## src/rtl/syscall_print_unit.sv

```systemverilog
// Print-string syscall engine: walks a null-terminated byte string through a
// word-wide data-memory read port and streams characters to a valid/ready sink.
module syscall_print_unit #(
    parameter logic [31:0] MEM_LO  = 32'h0040_0000,
    parameter logic [31:0] MEM_HI  = 32'h0042_0000,
    parameter int unsigned MAX_LEN = 4096,
    parameter int unsigned CNT_W   = 16
) (
    input  logic              i_clk,
    input  logic              i_reset,
    input  logic              i_start,
    input  logic [31:0]       i_start_addr,
    output logic [31:0]       o_mem_addr,
    input  logic [31:0]       i_mem_read_data,
    output logic [7:0]        o_char_out,
    output logic              o_char_valid,
    input  logic              i_char_ready,
    output logic              o_busy,
    output logic              o_done,
    output logic              o_error,
    output logic [CNT_W-1:0]  o_char_count
);

    typedef enum logic [1:0] {
        S_IDLE   = 2'd0,
        S_FETCH  = 2'd1,
        S_EMIT   = 2'd2,
        S_FINISH = 2'd3
    } state_t;

    state_t            r_state;
    state_t            w_state_nxt;
    logic [31:0]       r_cur_addr;
    logic [31:0]       w_cur_addr_nxt;
    logic [31:0]       r_word_buf;
    logic [31:0]       w_word_buf_nxt;
    logic [31:0]       w_mem_addr_nxt;
    logic [7:0]        w_char_nxt;
    logic              w_valid_nxt;
    logic              w_busy_nxt;
    logic              w_done_nxt;
    logic              w_error_nxt;
    logic [CNT_W-1:0]  w_count_nxt;
    logic [CNT_W-1:0]  w_count_inc;
    logic [31:0]       w_addr_inc;
    logic [7:0]        w_fetch_byte;
    logic [7:0]        w_next_byte;
    logic              w_xfer;
    logic              w_out_of_range;

    function automatic logic [7:0] sel_byte(input logic [31:0] word, input logic [1:0] ofs);
        logic [7:0] b;
        case (ofs)
            2'd0:    b = word[7:0];
            2'd1:    b = word[15:8];
            2'd2:    b = word[23:16];
            default: b = word[31:24];
        endcase
        return b;
    endfunction

    assign w_xfer         = (r_state == S_EMIT) && o_char_valid && i_char_ready;
    assign w_addr_inc     = r_cur_addr + 32'd1;
    assign w_count_inc    = o_char_count + CNT_W'(1);
    assign w_fetch_byte   = sel_byte(i_mem_read_data, r_cur_addr[1:0]);
    assign w_next_byte    = sel_byte(r_word_buf, w_addr_inc[1:0]);
    assign w_out_of_range = (i_start_addr < MEM_LO) || (i_start_addr > MEM_HI);

    // Next-state and next-output logic; a zero byte is detected as it is loaded,
    // so the terminator never occupies an EMIT cycle.
    always_comb begin
        w_state_nxt    = r_state;
        w_cur_addr_nxt = r_cur_addr;
        w_word_buf_nxt = r_word_buf;
        w_mem_addr_nxt = o_mem_addr;
        w_char_nxt     = o_char_out;
        w_valid_nxt    = o_char_valid;
        w_busy_nxt     = o_busy;
        w_done_nxt     = 1'b0;
        w_error_nxt    = o_error;
        w_count_nxt    = o_char_count;

        case (r_state)
            S_IDLE: begin
                w_valid_nxt = 1'b0;
                w_busy_nxt  = 1'b0;
                if (i_start) begin
                    w_cur_addr_nxt = i_start_addr;
                    w_count_nxt    = '0;
                    w_error_nxt    = 1'b0;
                    if (i_start_addr == 32'd0) begin
                        w_state_nxt = S_FINISH;
                        w_done_nxt  = 1'b1;
                    end else if (w_out_of_range) begin
                        w_error_nxt = 1'b1;
                        w_state_nxt = S_FINISH;
                        w_done_nxt  = 1'b1;
                    end else begin
                        w_state_nxt    = S_FETCH;
                        w_busy_nxt     = 1'b1;
                        w_mem_addr_nxt = {i_start_addr[31:2], 2'b00};
                    end
                end
            end

            S_FETCH: begin
                w_word_buf_nxt = i_mem_read_data;
                if (w_fetch_byte == 8'h00) begin
                    w_state_nxt = S_FINISH;
                    w_done_nxt  = 1'b1;
                    w_busy_nxt  = 1'b0;
                    w_valid_nxt = 1'b0;
                end else begin
                    w_state_nxt = S_EMIT;
                    w_char_nxt  = w_fetch_byte;
                    w_valid_nxt = 1'b1;
                end
            end

            S_EMIT: begin
                if (w_xfer) begin
                    w_count_nxt    = w_count_inc;
                    w_cur_addr_nxt = w_addr_inc;
                    if ((w_addr_inc > MEM_HI) || (32'(w_count_inc) == 32'(MAX_LEN))) begin
                        w_error_nxt = 1'b1;
                        w_state_nxt = S_FINISH;
                        w_done_nxt  = 1'b1;
                        w_busy_nxt  = 1'b0;
                        w_valid_nxt = 1'b0;
                    end else if (r_cur_addr[1:0] == 2'd3) begin
                        w_state_nxt    = S_FETCH;
                        w_valid_nxt    = 1'b0;
                        w_mem_addr_nxt = {w_addr_inc[31:2], 2'b00};
                    end else if (w_next_byte == 8'h00) begin
                        w_state_nxt = S_FINISH;
                        w_done_nxt  = 1'b1;
                        w_busy_nxt  = 1'b0;
                        w_valid_nxt = 1'b0;
                    end else begin
                        w_char_nxt = w_next_byte;
                    end
                end
            end

            S_FINISH: begin
                w_state_nxt = S_IDLE;
                w_busy_nxt  = 1'b0;
                w_valid_nxt = 1'b0;
            end

            default: w_state_nxt = S_IDLE;
        endcase
    end

    always_ff @(posedge i_clk or posedge i_reset) begin
        if (i_reset) begin
            r_state      <= S_IDLE;
            r_cur_addr   <= '0;
            r_word_buf   <= '0;
            o_mem_addr   <= '0;
            o_char_out   <= '0;
            o_char_valid <= 1'b0;
            o_busy       <= 1'b0;
            o_done       <= 1'b0;
            o_error      <= 1'b0;
            o_char_count <= '0;
        end else begin
            r_state      <= w_state_nxt;
            r_cur_addr   <= w_cur_addr_nxt;
            r_word_buf   <= w_word_buf_nxt;
            o_mem_addr   <= w_mem_addr_nxt;
            o_char_out   <= w_char_nxt;
            o_char_valid <= w_valid_nxt;
            o_busy       <= w_busy_nxt;
            o_done       <= w_done_nxt;
            o_error      <= w_error_nxt;
            o_char_count <= w_count_nxt;
        end
    end

endmodule

```

## config.mk

```make
export PLATFORM = sky130hd
export DESIGN_NAME = syscall_print_unit
export DESIGN_NICKNAME = d
export VERILOG_FILES = /design/src/rtl/syscall_print_unit.sv
export SDC_FILE = /design/constraint.sdc
export NUM_CORES = 1
export LEC_CHECK = 0
export ABC_AREA = 1
export ABC_CLOCK_PERIOD_IN_PS = 4450
export CAP_MARGIN = 10
export CORE_MARGIN = 10
export CORE_UTILIZATION = 49
export DETAILED_ROUTE_END_ITERATION = 10
export PLACE_DENSITY = 0.84
export SLEW_MARGIN = 20
export SYNTH_ARGS = -nofsm -noshare
export SYNTH_HDL_FRONTEND = slang
export SYNTH_SLANG_ARGS = --single-unit
```

## constraint.sdc

```tcl
create_clock -name i_clk -period 4.45 [get_ports i_clk]
set_input_delay 0.89 -clock i_clk [delete_from_list [all_inputs] [get_ports i_clk]]
set_output_delay 0.89 -clock i_clk [all_outputs]
set_load 0.01 [all_outputs]
```

==> impl_results.md <==
- Max cap viols: 0
- Leakage: 4.42 nW
- FF/Latch Area: 3100 um2
- RSZ-0062 raised after global routing: no
- Root Driver: clkbuf_16
- Ys flop type: dfrtp_1
- Max Fclk: 290 MHz
- Share of layout cells above drive strength 1: 11.3%
- Synth async-reset ratio: 100%
- Hold Buf Count CTS: 0
- Via count: 7359
- Final Wtd Congestion: 0.911
- Post-Route Skew: 0.00763 ns
- Final core occ: 62.3%
- Syn avg cell area: 7.38 um2
- Synth cell types: 49
- Synth top area cells: dfrtp_1 41%, nand2_1 15%, o21ai_0 7.4%
- Die X: 144 um
- Tot GR Track Use: 20.8%
- Setup crit start: r_state[0]
- Endpoint, Worst Hold: r_word_buf[28]
- Clock Power Share: 51.1%
- Setup repair bufs after CTS: 0
- Yosys warns: 0
- Post-DP HPWL: 15500 um
- Worst hold start: r_word_buf[28]
- Post-synth top area cell: dfrtp_1
- Wire length per cell: 16.0 um
- Post-placement setup slack: 0.803 ns
- Switching Fraction: 22.7%
- TNS Setup: 0 ns
- Internal: 1.98 mW
- Final setup viols: 0
- TritonCTS Buffers: 17
- EDFF count, synth: 0
- Multi-input gate area: 3840 um2
- CTS tree: yes
- RR Endpoint: o_mem_addr[28]
- Peak VDD IR: 249 uV
- Vias in the first global route: 7026
- Worst-margin pin slew: 1.02 ns
- Sequential power share: 44.1%
- Initial core utilization: 49.9%
- Top cell type's share of synthesized area: 40.9%
- Slew Limit Fails: 0
- Crit end category: register
- DR DRC count: 0
- CTS Buffer Depth: 2
- Combinational Power Share: 4.8%
- Clock Sinks: 124
- Fillers: 1314
- Ports: 128
- Most instantiated cells after synthesis: 309 x nand2_1, 124 x dfrtp_1, 112 x o21ai_0
- Largest net degree at the start of global routing: 66
- Clk pin slew, worst setup/hold paths: 0.06 ns
- Antenna-violating nets left: 0
- Worst r2r src: r_state[0]
- CP Launch Type: register
- 1st-iter DRT viols: 742
- First-pass detailed-route iteration total: 6
- R2R cell count: 9
- Core Region: 15200 um2
- Number of port buffers: 125
- Fin nets: 1215
- Non-filler cells, final: 1342
- Initial antenna violation count: 1
- CTS HTree Levels: 4
- Synthesis-to-finish area growth: 24.8%
- Crit-path max FO: 51
- Die area: 20900 um2
- Die height: 144 um
- Slack of the worst reg-to-reg path: 1.00 ns
- Row count: 45
- Hold path depth: 2
- Register area share after synthesis: 40.9%
- CP Class: register to register
- Hold Violations, Final: 0
- Mapped cell area: 7590 um2
- Slack of the critical path: 1.00 ns
- Synthesized flop and latch total: 124
- Final Cycle Share: 77.5%
- PD cells: 270 nW/um2
- Worst slew margin: 31.7%
- Status: finished, final reports clean
- GRT Residual Overflow: 0
- Most common cell in the netlist: nand2_1
- Post-Place Cells: 1310
- Switch Pwr: 0.580 mW
- Hold Path Class: register to register
- Vias/cell: 5.48
- Global-route wire length before repair: 34800 um
- Critical Path RT: 4.75 ns
- Post-cts sizing count: 0
- Cells after Synth: 1029
- CP arrival: 3.75 ns
- Final Routed Wirelength: 21400 um
- Final Critical Period: 3.45 ns
- Worst-Skew Late Latency: 0.42 ns
==> layout make-up <==
class                      instances  area share (%)
multi-input combinational        753            40.5
sequential                       124            32.8
timing repair buffer             131            13.8
clock buffer                      20            4.82
inverter                         114            4.54
tap                              188            2.48
clock inverter                    11            1.00
antenna                            1          0.0264
==> critical path, cell delays in order (launching register included) <==
cell	delay, ns
dfrtp_1	0.49
nor2_4	0.60
nand3_2	0.44
inv_2	0.23
nor2_1	0.10
nor3_4	0.17
inv_2	0.05
a21oi_1	0.21
nand3_4	0.60
and2_1	0.39
==> sequential cells by signal, indices dropped and copies added (netlist names) <==
signal,count
o_char_valid,1
o_char_count,16
o_busy,1
o_char_out,8
r_state,2
o_mem_addr,30
r_cur_addr,32
r_word_buf,32
o_done,1
o_error,1
==> through the flow <==
stage	hold slack (ns)	power, mW	area [um2]
global route	0.490	2.64	9470
detailed placement	0.459	1.27	8920
global placement	0.450	1.27	8920
CTS	0.472	2.57	9470
floorplan	0.437	1.18	7590
finish	0.472	2.56	9470
==> worst max-delay path by stage <==
stage	slack, ns	endpoint	depth (start not counted)
6_report	1.00	o_mem_addr[28]	9
5_1_grt	0.77	o_mem_addr[28]	9
4_1_cts	1.00	o_mem_addr[28]	9
3_5_place_dp	0.80	o_mem_addr[28]	10
3_3_place_gp	0.85	o_mem_addr[28]	10
2_1_floorplan	0.26	o_busy	1
==> power by group through the flow <==
stage	clock network, mW	registers [mW]	logic (mW)
after CTS	1.32	1.13	0.123
after detailed placement	0	1.15	0.123
after global placement	0	1.15	0.122
after floorplan	0	1.15	0.0364
final	1.31	1.13	0.124
after global routing	1.38	1.13	0.134
==> per-layer routing <==
metal / GRT usage (%) / vias up / routed length [um]
met1: 25.5 / 3415 / 9000
met2: 33.8 / 325 / 10100
met4: 9.04 / 0 / 625
met3: 5.54 / 48 / 1750
li1: - / 3571 / -
met5: 0 / - / 0
==> cells in the final DEF, fill, tap and decap left out, drive strengths merged, types with 8 or more instances in the layout <==
cell           count
clkinv             8
nand2            343
and2              12
inv              113
nor3              10
clkdlybuf4s50    125
clkbuf            20
o22ai             23
nand3             48
dfrtp            124
o21ai            142
nand4             18
xor2               9
nor2              88
a21oi             13
==> cell families (layout without fill, tap and decap cells) <==
group | count (synthesis) | after routing | synth area share (%)
XOR/XNOR | 13 | 13 | 1.50
AO/OA/AOI/OAI | 194 | 194 | 15.3
AND/OR/NAND/NOR | 536 | 536 | 32.3
multiplexers | 2 | 2 | 0.264
flip-flops | 124 | 124 | 40.9
adder cells (fa/ha/maj) | 6 | 6 | 0.989
buffers and inverters | 153 | 276 | 8.69
other | 1 | 3 | 0.0494
No activity file was read; power rests on OpenSTA's default activity.
